===== config.mk =====
export PLATFORM = sky130hd
export DESIGN_NAME = uart_tx_arb
export DESIGN_NICKNAME = d
export VERILOG_FILES = /design/src/rtl/uart_tx_arb_pkg.sv /design/src/rtl/uart_tx_arb_rr_pick.sv /design/src/rtl/uart_tx_arb.sv
export SDC_FILE = /design/constraint.sdc
export NUM_CORES = 1
export LEC_CHECK = 0
export ABC_AREA = 1
export CORE_AREA = 10 10 91 93
export DETAILED_ROUTE_END_ITERATION = 16
export DIE_AREA = 0 0 101 103
export PLACE_DENSITY = 0.73
export RECOVER_POWER = 25
export SLEW_MARGIN = 10
export SYNTH_ARGS = -nofsm -noshare
export SYNTH_HDL_FRONTEND = slang
export SYNTH_SLANG_ARGS = --single-unit

===== constraint.sdc =====
create_clock -name clk -period 1.68 [get_ports clk]
set_input_delay 0.336 -clock clk [delete_from_list [all_inputs] [get_ports clk]]
set_output_delay 0.336 -clock clk [all_outputs]
set_load 0.05 [all_outputs]

===== src/rtl/uart_tx_arb_pkg.sv =====
// Shared encodings and helpers for the uart_tx_arb slice.
package uart_tx_arb_pkg;

  typedef enum logic [1:0] {
    S_IDLE    = 2'd0,
    S_ISSUE   = 2'd1,
    S_WAIT_HI = 2'd2,
    S_WAIT_LO = 2'd3
  } arb_state_t;

  // Cycles (counted from the start pulse) to wait for busy before assuming
  // the transmitter finished without ever raising it.
  localparam int WAIT_HI_TO = 4;

  // Requester index + 1, wrapping at n.
  function automatic int wrap_inc(input int id, input int n);
    return (id + 1 >= n) ? 0 : id + 1;
  endfunction

endpackage


===== src/rtl/uart_tx_arb_rr_pick.sv =====
// Combinational round-robin picker: first set request at or above ptr,
// wrapping. The request vector is doubled so the wrap becomes a plain
// lowest-set-bit search over a masked vector.
module uart_tx_arb_rr_pick #(
  parameter int NUM_REQ = 4,
  parameter int ID_W    = 2
) (
  input  logic [NUM_REQ-1:0] req,
  input  logic [ID_W-1:0]    ptr,
  output logic [ID_W-1:0]    idx,
  output logic               found
);

  logic [2*NUM_REQ-1:0] dbl;
  logic [2*NUM_REQ-1:0] msk;
  logic [2*NUM_REQ-1:0] cand;

  // Mask off lower-half bits below ptr, then keep the lowest surviving bit.
  always_comb begin
    dbl   = {req, req};
    msk   = '0;
    idx   = '0;
    found = 1'b0;
    for (int j = 0; j < 2*NUM_REQ; j++) msk[j] = (j >= int'(ptr));
    cand = dbl & msk;
    for (int j = 2*NUM_REQ-1; j >= 0; j--) begin
      if (cand[j]) begin
        found = 1'b1;
        idx   = (j >= NUM_REQ) ? ID_W'(j - NUM_REQ) : ID_W'(j);
      end
    end
  end

endmodule


===== src/rtl/uart_tx_arb.sv =====
// Round-robin packet arbiter in front of a single uart_tx byte transmitter.
// A granted requester keeps the transmitter until its last byte; a gap
// watchdog releases a requester that stalls mid-packet.
module uart_tx_arb
  import uart_tx_arb_pkg::*;
#(
  parameter int          NUM_REQ = 4,
  parameter int          DATA_W  = 8,
  parameter logic [15:0] GAP_MAX = 16'd50000
) (
  input  logic                          clk,
  input  logic                          rst,
  input  logic [NUM_REQ-1:0]            req_vld,
  input  logic [NUM_REQ*DATA_W-1:0]     req_data,
  input  logic [NUM_REQ-1:0]            req_last,
  output logic [NUM_REQ-1:0]            req_ack,
  output logic [DATA_W-1:0]             tx_din,
  output logic                          tx_din_vld,
  input  logic                          tx_busy,
  output logic [$clog2(NUM_REQ)-1:0]    grant_id,
  output logic                          pkt_abort
);

  localparam int          ID_W     = $clog2(NUM_REQ);
  localparam logic [15:0] GAP_LAST = GAP_MAX - 16'd1;
  localparam logic [2:0]  HI_LAST  = 3'(WAIT_HI_TO - 1);

  arb_state_t          state, state_d;
  logic                locked, locked_d;
  logic [ID_W-1:0]     rr_ptr, rr_ptr_d;
  logic [15:0]         gap_cnt, gap_d;
  logic                last_q, last_d;
  logic [2:0]          hi_cnt, hi_d;
  logic [ID_W-1:0]     gid_d;
  logic [DATA_W-1:0]   din_d;
  logic                vld_d, abort_d;
  logic [NUM_REQ-1:0]  ack_d;
  logic [ID_W-1:0]     pick_idx;
  logic                pick_found;

  uart_tx_arb_rr_pick #(.NUM_REQ(NUM_REQ), .ID_W(ID_W)) u_pick (
    .req   (req_vld),
    .ptr   (rr_ptr),
    .idx   (pick_idx),
    .found (pick_found)
  );

  // State register.
  always_ff @(posedge clk or posedge rst) begin
    if (rst) state <= S_IDLE;
    else     state <= state_d;
  end

  // Next state plus next values of every registered output and counter.
  always_comb begin
    state_d  = state;
    locked_d = locked;
    rr_ptr_d = rr_ptr;
    gap_d    = gap_cnt;
    last_d   = last_q;
    hi_d     = hi_cnt;
    gid_d    = grant_id;
    din_d    = tx_din;
    abort_d  = 1'b0;
    case (state)
      S_IDLE: begin
        if (!locked) begin
          if (pick_found) begin
            gid_d    = pick_idx;
            din_d    = req_data[int'(pick_idx)*DATA_W +: DATA_W];
            last_d   = req_last[pick_idx];
            locked_d = 1'b1;
            state_d  = S_ISSUE;
          end
        end else if (gap_cnt == GAP_LAST) begin
          // Expiry beats a request arriving the same cycle; it re-arbitrates.
          abort_d  = 1'b1;
          locked_d = 1'b0;
          rr_ptr_d = ID_W'(wrap_inc(int'(grant_id), NUM_REQ));
          gap_d    = '0;
        end else if (req_vld[grant_id]) begin
          din_d   = req_data[int'(grant_id)*DATA_W +: DATA_W];
          last_d  = req_last[grant_id];
          state_d = S_ISSUE;
        end else begin
          // Bounded by the expiry branch above, so it never passes GAP_LAST.
          gap_d = gap_cnt + 16'd1;
        end
      end
      S_ISSUE: begin
        if (last_q) begin
          locked_d = 1'b0;
          rr_ptr_d = ID_W'(wrap_inc(int'(grant_id), NUM_REQ));
        end
        gap_d   = '0;
        hi_d    = 3'd1;  // the issue cycle is the first of the busy window
        state_d = S_WAIT_HI;
      end
      S_WAIT_HI: begin
        if (tx_busy)                state_d = S_WAIT_LO;
        else if (hi_cnt >= HI_LAST) state_d = S_IDLE;
        else                        hi_d    = hi_cnt + 3'd1;
      end
      S_WAIT_LO: begin
        if (!tx_busy) state_d = S_IDLE;
      end
      default: state_d = S_IDLE;
    endcase
    vld_d = (state_d == S_ISSUE);
    ack_d = '0;
    if (vld_d) ack_d[gid_d] = 1'b1;
  end

  // Registered datapath, counters and outputs.
  always_ff @(posedge clk or posedge rst) begin
    if (rst) begin
      locked     <= 1'b0;
      rr_ptr     <= '0;
      gap_cnt    <= '0;
      last_q     <= 1'b0;
      hi_cnt     <= '0;
      grant_id   <= '0;
      tx_din     <= '0;
      tx_din_vld <= 1'b0;
      req_ack    <= '0;
      pkt_abort  <= 1'b0;
    end else begin
      locked     <= locked_d;
      rr_ptr     <= rr_ptr_d;
      gap_cnt    <= gap_d;
      last_q     <= last_d;
      hi_cnt     <= hi_d;
      grant_id   <= gid_d;
      tx_din     <= din_d;
      tx_din_vld <= vld_d;
      req_ack    <= ack_d;
      pkt_abort  <= abort_d;
    end
  end

endmodule


==> run summary <==
WORST SETUP PATH
--------------------------------------------------------------------------------------------
Slack of the worst reg-to-reg path                                                   0.06 ns
Worst path slowest cell                                                         sky130_fd_sc_hd__dfrtp_1
Cell-by-cell trace of the critical path                                         inv_1 > nand2_1 > nor3_4 > nand3_2 > nand3_2 > nand2_4 > buf_12 > nand2_1 > o21ai_2
Arr. time, crit path                                                                 1.82 ns
Class of the most critical setup path                                           flop to flop
Total stage count of the critical path                                                     9
Cell family contributing the most delay on the critical path                    simple AND/OR/NAND/NOR gates
Worst r2r path cells                                                                       9
R2r endpoint                                                                      gap_cnt[2]
Slowest Stage Delay on Critical Path                                                 0.42 ns
Count of buffering cells on the critical path with inverters included                      2
Worst Setup Start Kind                                                                  flop
Startpoint of the worst register-to-register path                                 gap_cnt[7]
Kind of capture point of the worst setup path                                           flop
Critical Path RT                                                                     1.88 ns
Critical path peak fanout                                                                 16

TIMING
--------------------------------------------------------------------------------------------
Worst Hold Margin                                                                   0.486 ns
Final count of hold timing violations                                                      0
Share of the clock period used by the worst path                                       96.5%
Maximum achievable frequency                                                         617 MHz
Rel. slew slack                                                                        33.6%
Setup tns final                                                                         0 ns
Clock skew                                                                        0.00403 ns
Max-slew violation count                                                                   0
Final-report setup violation count                                                         0
Unrepaired setup endpoints after global routing                                         true
Clock period minus worst slack                                                       1.62 ns
Pin slew with the least headroom to its limit                                       0.996 ns
Worst path setup slack after routing                                               0.0581 ns

YOSYS
--------------------------------------------------------------------------------------------
Number of flip-flops and latches in the synthesized netlist                               41
Number of enable flip-flop cells after synthesis                                           0
Async SR Flop Fraction                                                                  100%
Seq/Total Area, Yosys                                                                  35.8%
Cell area after synthesis                                                          2860 um^2
Count of different cell masters after synthesis                                           36
Fraction of synthesized cell area in xor and xnor cells                                1.22%
Basic-gate share of the synthesized area counting and, or, nand and nor cells          41.3%
Multiplexer fraction of the synthesized cell area                                         0%
Number of instances in the synthesized netlist                                           416
Syn Nets                                                                                 463
Yosys synthesis warning count                                                              0
Compound-gate portion of the synthesized area                                          8.17%
Adder-Cell Fraction of Synth Area                                                      1.75%
Post-synth top flop                                                             sky130_fd_sc_hd__dfrtp_1
Mean post-synth cell area                                                          6.88 um^2
Combinational family with the most area after synthesis                         simple AND/OR/NAND/NOR gates

ROUTING
--------------------------------------------------------------------------------------------
DR vias                                                                                2,925
Count of unresolved DRC violations after routing                                           0
Final Routed Wirelength                                                              7.90 mm
Vias per cell                                                                           4.99
DR pass1 iterations                                                                        4
Detail-routed net length per standard cell                                           13.5 um
Starting DRT DRC Count                                                                   133
Post-route ant nets                                                                        0

PWR
--------------------------------------------------------------------------------------------
Cell Int Power                                                                       3.26 mW
Leakage power total                                                                  2.01 nW
Clock network fraction of design power                                                 13.5%
IR drop worst, VDD                                                                 0.00128 V
Logic gate share of total power                                                        60.9%
Net switching share of the total power                                                 48.0%
Final total power                                                                    6.27 mW
Power per cell area                                                             1580 nW/um^2
Sequential cell fraction of total power                                                25.5%
Net switching power                                                                  3.01 mW

PLACEMENT
--------------------------------------------------------------------------------------------
PortBufs                                                                                  58
Area after DPL                                                                     3710 um^2
Post-Place Cells                                                                         574
Worst slack at placement                                                           -0.287 ns
Final HPWL from detailed placement                                                   6.20 mm
RD Place Congestion                                                                    0.905

MIN PATH
--------------------------------------------------------------------------------------------
Beginning of the worst hold path                                                   tx_din[4]
Hold path depth                                                                            2
Classification of the worst-slack hold path                                     flop to flop
WHS Endpoint                                                                       tx_din[4]

CELLS AND AREA
--------------------------------------------------------------------------------------------
Most common library cell in the layout ignoring fill and taps                   sky130_fd_sc_hd__nand2_1
Area of all placed cells without fillers                                           3960 um^2
Commonest cells after routing, fill and taps aside                              sky130_fd_sc_hd__nand2_1, sky130_fd_sc_hd__inv_1, sky130_fd_sc_hd__nand3_1
Final cell count without fillers                                                         586
Number of diodes                                                                           0
Area growth from synthesis to final layout                                             38.4%
Final Net Count                                                                          552
Share of final-layout standard cells stronger than drive strength 1                    22.1%
Post-Route Utilization                                                                 60.3%
Filler cell count in the final layout                                                    571

FLOORPLAN
--------------------------------------------------------------------------------------------
Core Region                                                                        6570 um^2
Height of the die                                                                     103 um
Area of the die                                                                  10,400 um^2
Effective utilization at floorplan                                                     43.6%
Die W                                                                                 101 um
Row count                                                                                 30
Top-level port count                                                                      59

GRT
--------------------------------------------------------------------------------------------
Pin count of the biggest net entering global routing                                      42
Vias in the first global route                                                         2,849
GRT Total Usage                                                                        15.5%
Residual overflow from global routing                                                      0
First-pass GRT wire length                                                           13.3 mm
Number of antenna violations at the first check in global routing                          0

CLOCKING
--------------------------------------------------------------------------------------------
Latest clock arrival within the worst-skew pair                                      0.30 ns
CTS sink cnt                                                                              41
TritonCTS clock tree                                                                   built
Clk pin slew, worst setup/hold paths                                                 0.08 ns
Hold buffer count at CTS                                                                   0
Total number of H-tree levels                                                              2
Clock buffer depth                                                                         2
CTS buffer count                                                                           5
Cell chosen for the clock root                                                  sky130_fd_sc_hd__clkbuf_8

RUN
--------------------------------------------------------------------------------------------
Number of max-cap violations                                                               0

OUTCOME
--------------------------------------------------------------------------------------------
Outcome                                                                         finished, final reports clean

## cell families (layout without fill, tap and decap cells)
family,after synthesis,in the layout
compound gates,37,37
xor+xnor,4,4
fa+ha+maj,4,4
buf+inv,79,168
flops,41,41
simple gates,251,252
## final cells by class
cell class / count / area [um^2] / share of cell area (%)
Tap cell: 80 / 100 / 2.53
Inverter: 71 / 267 / 6.73
Clock buffer: 7 / 86.3 / 2.18
Sequential cell: 41 / 1030 / 26.0
Clock inverter: 1 / 30.0 / 0.758
Multi-Input combinational cell: 297 / 1600 / 40.3
Timing Repair Buffer: 89 / 853 / 21.5
## state kept, by name, summed over array words and instances, names as in the netlist
signal      cells
state           2
hi_cnt          3
req_ack         4
gap_cnt        16
last_q          1
tx_din          8
locked          1
grant_id        2
tx_din_vld      1
pkt_abort       1
rr_ptr          2
## power by group through the flow
stage	combinational, mW	clock, mW	sequential, mW
global route	4.26	0.903	1.64
CTS	3.60	0.858	1.59
finish	3.82	0.849	1.60
floorplan	1.99	0	2.02
detailed placement	3.60	0	1.60
global placement	3.54	0	1.60
## worst max path at each step
stage	from	end	slack [ns]
after global placement	req_vld[1]	req_ack[1]	-0.29
after global routing	gap_cnt[7]	gap_cnt[3]	-0.05
after detailed placement	req_vld[1]	tx_din[7]	-0.29
after CTS	req_vld[1]	tx_din[7]	0.03
after floorplan	grant_id[0]	tx_din[6]	0.03
final	gap_cnt[7]	gap_cnt[2]	0.06
## cell usage after synthesis, types with 3 or more instances
master / n / area, um^2
sky130_fd_sc_hd__nor2_1: 24 / 90.1
sky130_fd_sc_hd__ha_1: 4 / 50.1
sky130_fd_sc_hd__inv_2: 10 / 37.5
sky130_fd_sc_hd__nand2_1: 130 / 488
sky130_fd_sc_hd__inv_1: 60 / 225
sky130_fd_sc_hd__nand2_4: 3 / 33.8
sky130_fd_sc_hd__buf_6: 5 / 56.3
sky130_fd_sc_hd__a21oi_1: 6 / 30.0
sky130_fd_sc_hd__dfrtp_1: 41 / 1030
sky130_fd_sc_hd__nor3_1: 8 / 40.0
sky130_fd_sc_hd__xor2_1: 4 / 35.0
sky130_fd_sc_hd__nand4_1: 12 / 75.1
sky130_fd_sc_hd__o21ai_2: 11 / 96.3
sky130_fd_sc_hd__nand3_1: 54 / 270
sky130_fd_sc_hd__o21ai_1: 9 / 45.0
sky130_fd_sc_hd__o21ai_0: 8 / 40.0
## layer usage
metal	track usage (%)	vias up	part of all wire [%]
met5	0	-	0
met4	3.75	0	0.89
met3	3.55	8	4.4
met2	25.4	47	48
met1	20.3	1368	47
li1	-	1502	-
## worst min-delay path, delay by kind of cell (launching register included)
family	cells	cell delay (ns)
flip-flops	1	0.35
AND/OR/NAND/NOR	2	0.10
## timing repair
action / CTS / global route
pin swaps: 0 / 2
resized for setup: 2 / 23
hold endpoints to repair: 0 / 0
cloned: 0 / 2
endpoints found under the setup margin: 2 / 29
buffers inserted: 0 / 2
Power figures use the tool's default switching activity.
